**src/rtl/mem_arbiter.sv**
```systemverilog
// Two-port (instruction/data) arbiter onto a single external memory port,
// one outstanding transaction, data priority with instruction starvation guard.
module mem_arbiter #(
  parameter int unsigned STARVE_LIMIT = 4
) (
  input  logic        clk,
  input  logic        reset,
  input  logic        if_req_valid,
  input  logic [31:0] if_req_addr,
  output logic        if_req_ready,
  input  logic        if_flush,
  output logic        if_resp_valid,
  output logic [31:0] if_resp_data,
  input  logic        dm_req_valid,
  input  logic [31:0] dm_req_addr,
  input  logic        dm_req_we,
  input  logic [31:0] dm_req_wdata,
  input  logic [3:0]  dm_req_wstrb,
  output logic        dm_req_ready,
  output logic        dm_resp_valid,
  output logic [31:0] dm_resp_data,
  output logic        mem_req_valid,
  input  logic        mem_req_ready,
  output logic [31:0] mem_req_addr,
  output logic        mem_req_we,
  output logic [31:0] mem_req_wdata,
  output logic [3:0]  mem_req_wstrb,
  input  logic        mem_resp_valid,
  input  logic [31:0] mem_resp_data
);

  localparam int unsigned AW = 32;
  localparam int unsigned DW = 32;
  localparam int unsigned SW = 4;
  localparam int unsigned CW = 4;

  typedef enum logic [1:0] {IDLE, REQ, WAIT} state_t;
  typedef enum logic {OWN_DATA, OWN_INSTR} owner_t;

  state_t        state_q, state_d;
  owner_t        owner_q;
  logic [CW-1:0] starve_q;
  logic          flush_q;
  logic [AW-1:0] addr_q;
  logic          we_q;
  logic [DW-1:0] wdata_q;
  logic [SW-1:0] wstrb_q;

  logic if_elig;
  logic grant_if;
  logic grant_dm;
  logic resp_drop;

  assign mem_req_addr  = addr_q;
  assign mem_req_we    = we_q;
  assign mem_req_wdata = wdata_q;
  assign mem_req_wstrb = wstrb_q;

  // Next-state, grant decision and combinational handshake outputs.
  always_comb begin
    state_d       = state_q;
    grant_if      = 1'b0;
    grant_dm      = 1'b0;
    resp_drop     = 1'b0;
    mem_req_valid = 1'b0;
    if_elig       = if_req_valid && !if_flush;
    unique case (state_q)
      IDLE: begin
        if (!reset) begin
          if (if_elig && (!dm_req_valid || starve_q >= CW'(STARVE_LIMIT))) begin
            grant_if = 1'b1;
          end else if (dm_req_valid) begin
            grant_dm = 1'b1;
          end
          if (grant_if || grant_dm) begin
            state_d = REQ;
          end
        end
      end
      REQ: begin
        mem_req_valid = 1'b1;
        if (mem_req_ready) begin
          state_d = WAIT;
        end
      end
      WAIT: begin
        if (mem_resp_valid) begin
          state_d   = IDLE;
          resp_drop = (owner_q == OWN_INSTR) && (flush_q || if_flush);
        end
      end
      default: state_d = IDLE;
    endcase
    if_req_ready = grant_if;
    dm_req_ready = grant_dm;
  end

  // State, latched request, starvation counter, flush tracking and responses.
  always_ff @(posedge clk) begin
    if (reset) begin
      state_q       <= IDLE;
      owner_q       <= OWN_DATA;
      starve_q      <= '0;
      flush_q       <= 1'b0;
      addr_q        <= '0;
      we_q          <= 1'b0;
      wdata_q       <= '0;
      wstrb_q       <= '0;
      if_resp_valid <= 1'b0;
      if_resp_data  <= '0;
      dm_resp_valid <= 1'b0;
      dm_resp_data  <= '0;
    end else begin
      state_q       <= state_d;
      if_resp_valid <= 1'b0;
      dm_resp_valid <= 1'b0;

      if (grant_if || grant_dm) begin
        owner_q <= grant_if ? OWN_INSTR : OWN_DATA;
        addr_q  <= grant_if ? if_req_addr : dm_req_addr;
        we_q    <= grant_dm && dm_req_we;
        wdata_q <= grant_if ? '0 : dm_req_wdata;
        wstrb_q <= (grant_dm && dm_req_we) ? dm_req_wstrb : SW'(4'hF);
      end

      // Counts data wins that happened while an instruction request was pending.
      if (grant_if) begin
        starve_q <= '0;
      end else if (grant_dm && if_req_valid && starve_q != CW'(4'hF)) begin
        starve_q <= starve_q + CW'(1);
      end

      if (state_d == IDLE) begin
        flush_q <= 1'b0;
      end else if (state_q != IDLE && owner_q == OWN_INSTR && if_flush) begin
        flush_q <= 1'b1;
      end

      if (state_q == WAIT && mem_resp_valid) begin
        if (owner_q == OWN_DATA) begin
          dm_resp_valid <= 1'b1;
          dm_resp_data  <= we_q ? '0 : mem_resp_data;
        end else if (!resp_drop) begin
          if_resp_valid <= 1'b1;
          if_resp_data  <= mem_resp_data;
        end
      end
    end
  end

endmodule

```
**config.mk**
```make
export PLATFORM = sky130hd
export DESIGN_NAME = mem_arbiter
export DESIGN_NICKNAME = d
export VERILOG_FILES = /design/src/rtl/mem_arbiter.sv
export SDC_FILE = /design/constraint.sdc
export NUM_CORES = 1
export LEC_CHECK = 0
export CAP_MARGIN = 20
export CORE_AREA = 5 5 123 125
export DETAILED_ROUTE_END_ITERATION = 7
export DIE_AREA = 0 0 128 130
export MAX_ROUTING_LAYER = met4
export PLACE_DENSITY = 0.79
export SLEW_MARGIN = 5
export SYNTH_ARGS = -nofsm -noshare
export SYNTH_HDL_FRONTEND = slang
export SYNTH_SLANG_ARGS = --single-unit
```
**constraint.sdc**
```tcl
create_clock -name clk -period 3.2 [get_ports clk]
set_input_delay 0.64 -clock clk [delete_from_list [all_inputs] [get_ports clk]]
set_output_delay 0.64 -clock clk [all_outputs]
set_load 0.02 [all_outputs]
```
==> flow_summary.toml, run 1 <==
[global_route]
grt_max_degree = 80
use_met2_pct = 33.9
grt-ovfl-total = 0
grt_busiest_layer = "met2"
globalRouteMet1Util_pct = 24.5
grt.total_usage_pct = 21.3
met3_usage_pct = 8.35
first_global_vias = 5156
grt_pass1_wl_mm = 27.0
antenna_found_initial = 3

[critical_path]
critPathKind = "in -> out"
worstPathMaxFanout = 6
cp_slowest_cell = "clkdlybuf4s50_1"
cp_common_cell = "clkdlybuf4s50_1"
slowest_delay_ns = 0.59
cp-startpoint = "dm_req_valid"
rr_worst_depth = 5
worstPathCellList = "clkdlybuf4s50_1 -> or3b_4 -> nand3_2 -> inv_1 -> clkdlybuf4s50_1"
cp.arrival_ns = 2.38
crit_required_ns = 2.56
timing.reg2reg.setup_slack_ns = 1.00
setup.worst_path.end_class = "primary output"
cp-start-kind = "input pin"
reg2reg_from = "state_q[1]"

[timing]
max_freq_ghz = 0.331
min_period_ns = 3.02
hold_viol_final = 0
clock_skew_ns = 0.00810
worstMarginPinSlew_ns = 0.999
slew_headroom_pct = 33.4
min_period_over_period_pct = 94.4
rsz0062_at_grt = "false"
tns_ns = 0
setup_viol = 0
finalMaxSlewViolations = 0

[synth]
synth.distinct_cells = 42
netlist_area_sq_um = 5410
async_flop_share_pct = 0
postSynthCellCount = 610
avgSynthCellArea_sq_um = 8.87
ys_seq_area_share_pct = 52.9
yosys.area.top_type = "dfxtp_1"
synth-edff-count = 0
synth_nets = 751
synth_ff_type = "dfxtp_1"
yosys-top-cells-area = "dfxtp_1, nand2_1, a22o_1"
synth.top_cell.area_share_pct = 52.9
synth_seq_cells = 143
yosysWarnings = 0

[die]
io_pins = 278
fp.dieW_microns = 128
start_util_pct = 39.3
fp.dieH_microns = 130
die_area_sq_um = 16600
fp-row-count = 43
coreArea_sq_um = 13800

[cts]
clock_latency_ns = 0.41
clk_pin_slew_ns = 0.06
cts.sinks = 143
h-tree-depth = 4
root_buffer = "clkbuf_16"
cts_made_buffers = 17
ctsLongestPathBuffers = 2
cts.repair.resized = 0
post_cts_buffers = 0
cts_hold_buffers = 0
cts_tree = "yes"

[power]
swShare_pct = 25.1
power_uw = 4340
leakage_uw = 0.00310
p_comb_share_pct = 13.8
p_switching_uw = 1090
p_int_uw = 3250
ir_drop_mv = 0.323
p_per_area_nw_per_um2 = 489
clkPwrFrac_pct = 42.9
sequentialPowerShare_pct = 43.4

[worst_hold_path]
min_delay_path_depth = 2
min_from = "mem_req_wdata[1]"
hold_path_class = "reg -> reg"

[detailed_routing]
post-route-drc-count = 0
wirelength_mm = 17.9
vias = 5338
postRouteAntennaNets = 0
viasPerCell = 5.01
wl_per_cell_microns = 16.8
firstDrtPassIters = 5
drtIter0Drc = 310

[placement]
globalplace.congestion = 0.816
hpwl_mm = 12.9
io_buffer_count = 277

[outcome]
status = "completed"

[cells_and_area]
area_growth_pct = 63.8
fin_nets = 1010
drive_above_1_share_pct = 9.64

[job]
max_cap_viol_count = 0
==> through the flow <==
stage / util [%] / std cells / setup slack [ns] / hold slack (ns) / area, sq um
after floorplan: - / 610 / 0.770 / 0.490 / 5410
after global placement: 60.2 / 1030 / 0.177 / 0.441 / 8290
after detailed placement: 60.2 / 1030 / 0.148 / 0.446 / 8290
after CTS: 64.3 / 1062 / 0.153 / 0.453 / 8850
after global routing: 64.3 / 1065 / 0.116 / 0.469 / 8860
final: 64.3 / 1065 / 0.178 / 0.452 / 8860
==> critical path, delay by kind of cell <==
kind	cells	cell delay, ns
buffers and inverters	3	1.20
and+or+nand+nor	2	0.53
==> Yosys cell counts, types with 2 or more instances <==
library cell	count
nand2_1	185
dfxtp_1	143
nor2_1	45
a21oi_1	39
a22o_1	32
a21oi_2	28
a311oi_1	28
clkbuf_1	25
buf_2	15
a211oi_1	6
inv_1	6
nand2b_1	6
nor3_1	6
mux2i_1	5
buf_6	4
buf_1	3
nand3_1	3
a31oi_1	2
nor2b_1	2
nor4b_2	2
o21ai_0	2
o31ai_1	2
or3_1	2
==> flip-flops by register name, indices dropped and copies added (netlist names) <==
name	flops
mem_req_addr	32
dm_resp_valid	1
mem_req_wstrb	4
if_resp_data	32
dm_resp_data	32
if_resp_valid	1
owner_q	1
mem_req_we	1
state_q	2
flush_q	1
starve_q	4
mem_req_wdata	32
==> kinds of logic after synthesis <==
logic type,synth area share (%)
flip-flops,52.9
adder cells (fa/ha/maj),0.231
multiplexers,0.925
AND/OR/NAND/NOR,20.0
XOR/XNOR,0.162
buffers and inverters,5.00
AO/OA/AOI/OAI,20.7
==> cells in the final DEF (no fill, tap or decap), types with 2 or more instances in the layout <==
cell	instances
a211oi_1	6
a21oi_1	39
a21oi_2	28
a22o_1	32
a311oi_1	28
a31oi_1	2
buf_4	11
clkbuf_16	17
clkdlybuf4s50_1	276
clkinv_2	3
clkinv_4	2
clkinvlp_4	6
dfxtp_1	143
diode_2	3
inv_1	6
mux2i_1	5
nand2_1	184
nand2b_1	6
nand3_1	2
nor2_1	44
nor2_2	2
nor2b_1	2
nor3_1	6
nor4b_4	2
o21ai_0	2
o31ai_1	2
or3_1	2
==> power by group through the flow <==
stage	Clock (uW)	Sequential (uW)	Combinational, uW
floorplan	0	1980	188
global placement	0	1920	597
detailed placement	0	1920	601
CTS	1890	1880	603
global route	1970	1890	638
finish	1860	1880	598
==> final cells by class <==
class	instances	area (sq um)
fillers	1194	4910
repair buffers	289	2870
flip-flops and latches	143	2860
multi-input cells	412	2310
clock buffers	19	443
well taps	180	225
clock inverters	13	116
inverters	6	22.5
diodes	3	7.51
==> final timing paths <==
check | endpoint
hold / removal | mem_req_wdata[1]
setup / recovery | if_req_ready
hold reg to reg | mem_req_wdata[1]
setup reg to reg | starve_q[3]
==> layer usage <==
metal / share of wire (%) / wire (microns)
met1: 40 / 7240
met2: 47 / 8360
met3: 11 / 1920
met4: 2.4 / 424
met5: 0 / 0
(Power assumes the default switching activity.)
==> run 2, diff against run 1 <==
--- a/config.mk
+++ b/config.mk
@@ -6,11 +6,13 @@
 export NUM_CORES = 1
 export LEC_CHECK = 0
 export CAP_MARGIN = 20
-export CORE_AREA = 5 5 123 125
+export CORE_AREA = 5 5 119 121
 export DETAILED_ROUTE_END_ITERATION = 7
-export DIE_AREA = 0 0 128 130
+export DIE_AREA = 0 0 124 126
+export GPL_ROUTABILITY_DRIVEN = 0
+export GPL_TIMING_DRIVEN = 0
 export MAX_ROUTING_LAYER = met4
-export PLACE_DENSITY = 0.79
+export PLACE_DENSITY = 0.84
 export SLEW_MARGIN = 5
 export SYNTH_ARGS = -nofsm -noshare
 export SYNTH_HDL_FRONTEND = slang
==> flow_summary.toml, run 2 (synthesis gave the netlist of run 1 again) <==
[critical_path]
critPathKind = "in -> out"
setup.worst_path.end_class = "primary output"
cp-start-kind = "input pin"
crit_required_ns = 2.56
cp.arrival_ns = 2.41
worstPathMaxFanout = 10

[timing]
worstMarginPinSlew_ns = 0.834
hold_viol_final = 0
rsz0062_at_grt = "false"
finalMaxSlewViolations = 0
min_period_over_period_pct = 95.3
clock_skew_ns = 0.00981
slew_headroom_pct = 43.9
setup_viol = 0
whs_ns = 0.454
max_freq_ghz = 0.328
min_period_ns = 3.05

[die]
io_pins = 278
fp-row-count = 42
die_area_sq_um = 15600
start_util_pct = 41.7
coreArea_sq_um = 13000
fp.dieW_microns = 124
fp.dieH_microns = 126

[power]
p_per_area_nw_per_um2 = 501
leakage_uw = 0.00318
swShare_pct = 24.4
sequentialPowerShare_pct = 41.6
p_switching_uw = 1100
p_int_uw = 3410
clkPwrFrac_pct = 44.7
ir_drop_mv = 0.355
p_comb_share_pct = 13.8
power_uw = 4510

[global_route]
first_global_vias = 5679
grt.total_usage_pct = 25.3
grt-ovfl-total = 0
antenna_found_initial = 1
grt_pass1_wl_mm = 29.4
grt_max_degree = 20

[detailed_routing]
wirelength_mm = 19.9
wl_per_cell_microns = 18.2
post-route-drc-count = 0
drtIter0Drc = 336
vias = 5578
viasPerCell = 5.10
postRouteAntennaNets = 0
firstDrtPassIters = 5

[cts]
h-tree-depth = 4
post_cts_buffers = 0
cts.sinks = 143
ctsLongestPathBuffers = 2
clk_pin_slew_ns = 0.06
cts_tree = "yes"
root_buffer = "clkbuf_16"
cts_made_buffers = 17
cts_hold_buffers = 0
clock_latency_ns = 0.41

[cells_and_area]
final_common_cell = "clkdlybuf4s50_1"
fin_area_sq_um = 9000
final_cell_mix = "clkdlybuf4s50_1, nand2_1, dfxtp_1"
drive_above_1_share_pct = 9.93
fin_nets = 1045
num-fill-cells = 1026
fin_util_pct = 69.4
area_growth_pct = 66.4

[outcome]
status = "completed"

[placement]
placed_area_sq_um = 8390
hpwl_mm = 14.7
io_buffer_count = 275

[worst_hold_path]
hold_path_class = "reg -> reg"

[job]
max_cap_viol_count = 0
[run 2: critical path, stage by stage]
cell and delay [ns]:
clkdlybuf4s50_1 0.56, nor2b_4 0.24, nand3_2 0.15, buf_2 0.22, buf_2 0.22, inv_1 0.08, clkdlybuf4s15_1 0.30
[run 2: timing repair]
action / in CTS / in global routing
resized for setup: 5 / 2
endpoints found under the setup margin: 2 / 2
pin swaps: 0 / 0
[run 2: stage by stage]
step / std cells / setup TNS (ns) / worst slack [ns]
floorplan: 610 / 0 / 0.770
global placement: 1061 / -0.638 / -0.421
detailed placement: 1062 / -0.668 / -0.452
CTS: 1092 / 0 / 0.0863
global route: 1093 / 0 / 0.0271
finish: 1093 / 0 / 0.149
[run 2: worst paths after layout]
| kind | to | cells past startpoint | start | slack (ns) |
|---|---|---|---|---|
| hold / removal | if_resp_data[26] | 2 | if_resp_data[26] | 0.45 |
| setup reg to reg | mem_req_addr[14] | 6 | state_q[0] | 1.23 |
| hold reg to reg | if_resp_data[26] | 2 | if_resp_data[26] | 0.45 |
| setup / recovery | if_req_ready | 7 | if_req_valid | 0.15 |
[run 2: layout make-up]
cell class / instances / area (sq um) / share of cell area, %
Clock buffer: 18 / 439 / 4.88
Sequential cell: 143 / 2860 / 31.8
Buffer: 48 / 246 / 2.74
Inverter: 6 / 22.5 / 0.250
Clock inverter: 13 / 164 / 1.82
Antenna cell: 1 / 2.50 / 0.0278
Multi-Input combinational cell: 412 / 2290 / 25.4
Timing Repair Buffer: 276 / 2760 / 30.6
Tap cell: 176 / 220 / 2.45
[run 2: power by group through the flow]
stage / logic, uW / clock network [uW] / registers, uW
global placement: 614 / 0 / 1910
finish: 621 / 2010 / 1880
global route: 661 / 2120 / 1880
floorplan: 188 / 0 / 1980
detailed placement: 619 / 0 / 1910
CTS: 623 / 2040 / 1880
[run 2: per-layer routing]
layer,share of wire [%],vias to the layer above,GRT usage [%]
li1,-,2671,-
met1,38,2557,26.4
met2,48,306,42.0
met3,11,44,9.96
met4,2.8,0,10.7
met5,0,-,-
==> run 3, diff against run 2 <==
--- a/config.mk
+++ b/config.mk
@@ -6,13 +6,14 @@
 export NUM_CORES = 1
 export LEC_CHECK = 0
 export CAP_MARGIN = 20
-export CORE_AREA = 5 5 119 121
+export CORE_AREA = 5 5 111 113
 export DETAILED_ROUTE_END_ITERATION = 7
-export DIE_AREA = 0 0 124 126
+export DIE_AREA = 0 0 116 118
+export DONT_BUFFER_PORTS = 1
 export GPL_ROUTABILITY_DRIVEN = 0
 export GPL_TIMING_DRIVEN = 0
 export MAX_ROUTING_LAYER = met4
-export PLACE_DENSITY = 0.84
+export PLACE_DENSITY = 0.63
 export SLEW_MARGIN = 5
 export SYNTH_ARGS = -nofsm -noshare
 export SYNTH_HDL_FRONTEND = slang
==> constraint.sdc (replaced) <==
create_clock -name clk -period 3.2 [get_ports clk]
set_input_delay 0.64 -clock clk [delete_from_list [all_inputs] [get_ports clk]]
set_output_delay 0.64 -clock clk [all_outputs]
set_load 0.05 [all_outputs]
==> flow_summary.toml, run 3 (synthesis gave the netlist of run 1 again) <==
[outcome]
status = "completed"

[detailed_routing]
post-route-drc-count = 0
postRouteAntennaNets = 0
drtIter0Drc = 266
vias = 4486
viasPerCell = 5.71
wl_per_cell_microns = 19.8
wirelength_mm = 15.6
firstDrtPassIters = 4

[global_route]
antenna_found_initial = 0
grt_max_degree = 17
grt-ovfl-total = 0
first_global_vias = 4474
grt_pass1_wl_mm = 23.9
grt.total_usage_pct = 22.9

[timing]
finalMaxSlewViolations = 0
hold_viol_final = 0
min_period_ns = 2.93
rsz0062_at_grt = "false"
setup_viol = 0
slew_headroom_pct = 32.6
max_freq_ghz = 0.341
tns_ns = 0
setup_slack_ns = 0.270
min_period_over_period_pct = 91.6
worstMarginPinSlew_ns = 1.01
clock_skew_ns = 0.00973

[cts]
post_cts_buffers = 0
cts_tree = "yes"
cts.sinks = 143
root_buffer = "clkbuf_16"
cts_hold_buffers = 0
cts_made_buffers = 17
h-tree-depth = 4
clk_pin_slew_ns = 0.06
clock_latency_ns = 0.42
ctsLongestPathBuffers = 2

[critical_path]
worstPathCellList = "buf_2 -> nor4b_2 -> buf_2 -> clkbuf_1 -> o31a_2"
critPathKind = "reg -> out"
cp-start-kind = "flop"
setup.worst_path.end_class = "primary output"
reg2reg_from = "mem_req_we"
cp_common_cell = "buf_2"
slowest_delay_ns = 0.44
cp_slowest_cell = "o31a_2"
timing.reg2reg.setup_slack_ns = 1.19
cp.arrival_ns = 2.29
worstPathMaxFanout = 10
crit_required_ns = 2.56
rr_worst_depth = 3
timing.rr.end = "dm_resp_data[11]"

[cells_and_area]
num-fill-cells = 1031
final_cell_mix = "nand2_1, dfxtp_1, nor2_1"
drive_above_1_share_pct = 13.8
fin_nets = 771
num_antenna_cells = 0
final_common_cell = "nand2_1"
area_growth_pct = 15.4

[placement]
hpwl_mm = 11.7
pre_cts_slack_ns = 0.0397
io_buffer_count = 0

[power]
sequentialPowerShare_pct = 46.5
p_comb_share_pct = 5.4
p_switching_uw = 1160
ir_drop_mv = 0.481
leakage_uw = 0.00221
clkPwrFrac_pct = 48.1
p_int_uw = 3330
p_per_area_nw_per_um2 = 719
swShare_pct = 25.7
power_uw = 4490

[die]
die_area_sq_um = 13700
fp.dieH_microns = 118
fp-row-count = 39
coreArea_sq_um = 11200
io_pins = 278
start_util_pct = 48.2
fp.dieW_microns = 116

[worst_hold_path]
worstHoldEndpoint = "state_q[0]"
hold_path_class = "in -> reg"
min_delay_path_depth = 1
min_from = "mem_req_ready"

[job]
max_cap_viol_count = 0
-- run 3: changes by cell type in the layout (fill, tap and decap cells not counted), moves of 2 or more --
cell             delta
clkbuf_1            +2
clkbuf_8            +4
clkinvlp_4          -5
clkdlybuf4s50_1   -273
-- run 3: stage by stage --
stage               cell area (sq um)  utilization, %  instances  hold WS, ns
floorplan                        5410               -        610        0.490
global placement                 5590            49.8        753        0.519
detailed placement               5590            49.8        754        0.529
CTS                              6240            55.6        786        0.298
global route                     6240            55.6        786        0.298
finish                           6240            55.6        786        0.310
-- run 3: area by class of cell --
class	instances	area, sq um	area share, %
multi-input combinational	412	2280	36.5
sequential	143	2860	45.9
inverter	6	22.5	0.361
timing repair buffer	1	3.75	0.0601
tap	143	179	2.87
clock buffer	23	498	7.98
clock inverter	9	153	2.44
buffer	49	248	3.97
-- run 3: power by group through the flow --
stage / registers, uW / clock network (uW) / logic, uW
final: 2090 / 2160 / 244
after global routing: 2090 / 2270 / 274
after CTS: 2090 / 2180 / 246
after detailed placement: 2130 / 0 / 246
after global placement: 2130 / 0 / 236
after floorplan: 2110 / 0 / 194
-- run 3: worst max path at each step --
stage | startpoint | end | slack (ns) | cells past startpoint
final | state_q[0] | dm_req_ready | 0.27 | 5
after global routing | state_q[0] | dm_req_ready | 0.12 | 5
after CTS | state_q[0] | dm_req_ready | 0.03 | 5
after detailed placement | reset | dm_req_ready | 0.04 | 5
after global placement | reset | dm_req_ready | 0.06 | 5
after floorplan | reset | dm_req_ready | 0.56 | 5
-- run 3: worst max-delay path: cells and delay by family (launching register included) --
family                 cells  cell delay (ns)
DFF                        1             0.30
AOI/OAI and AO/OA          1             0.44
and+or+nand+nor            1             0.24
buffers and inverters      3             0.89
-- run 3: what timing repair did --
| item | in CTS | in global routing |
|---|---|---|
| endpoints found under the setup margin | 0 | 1 |
| hold endpoints to repair | 0 | 0 |
| gates resized for setup | 0 | 1 |
-- run 3: routing by layer --
layer	GRT usage, %	vias to the layer above	share of wire (%)
met5	-	-	0
met4	10.3	0	3.1
met3	8.12	40	10
met2	36.4	222	48
met1	25.6	2095	38
li1	-	2129	-
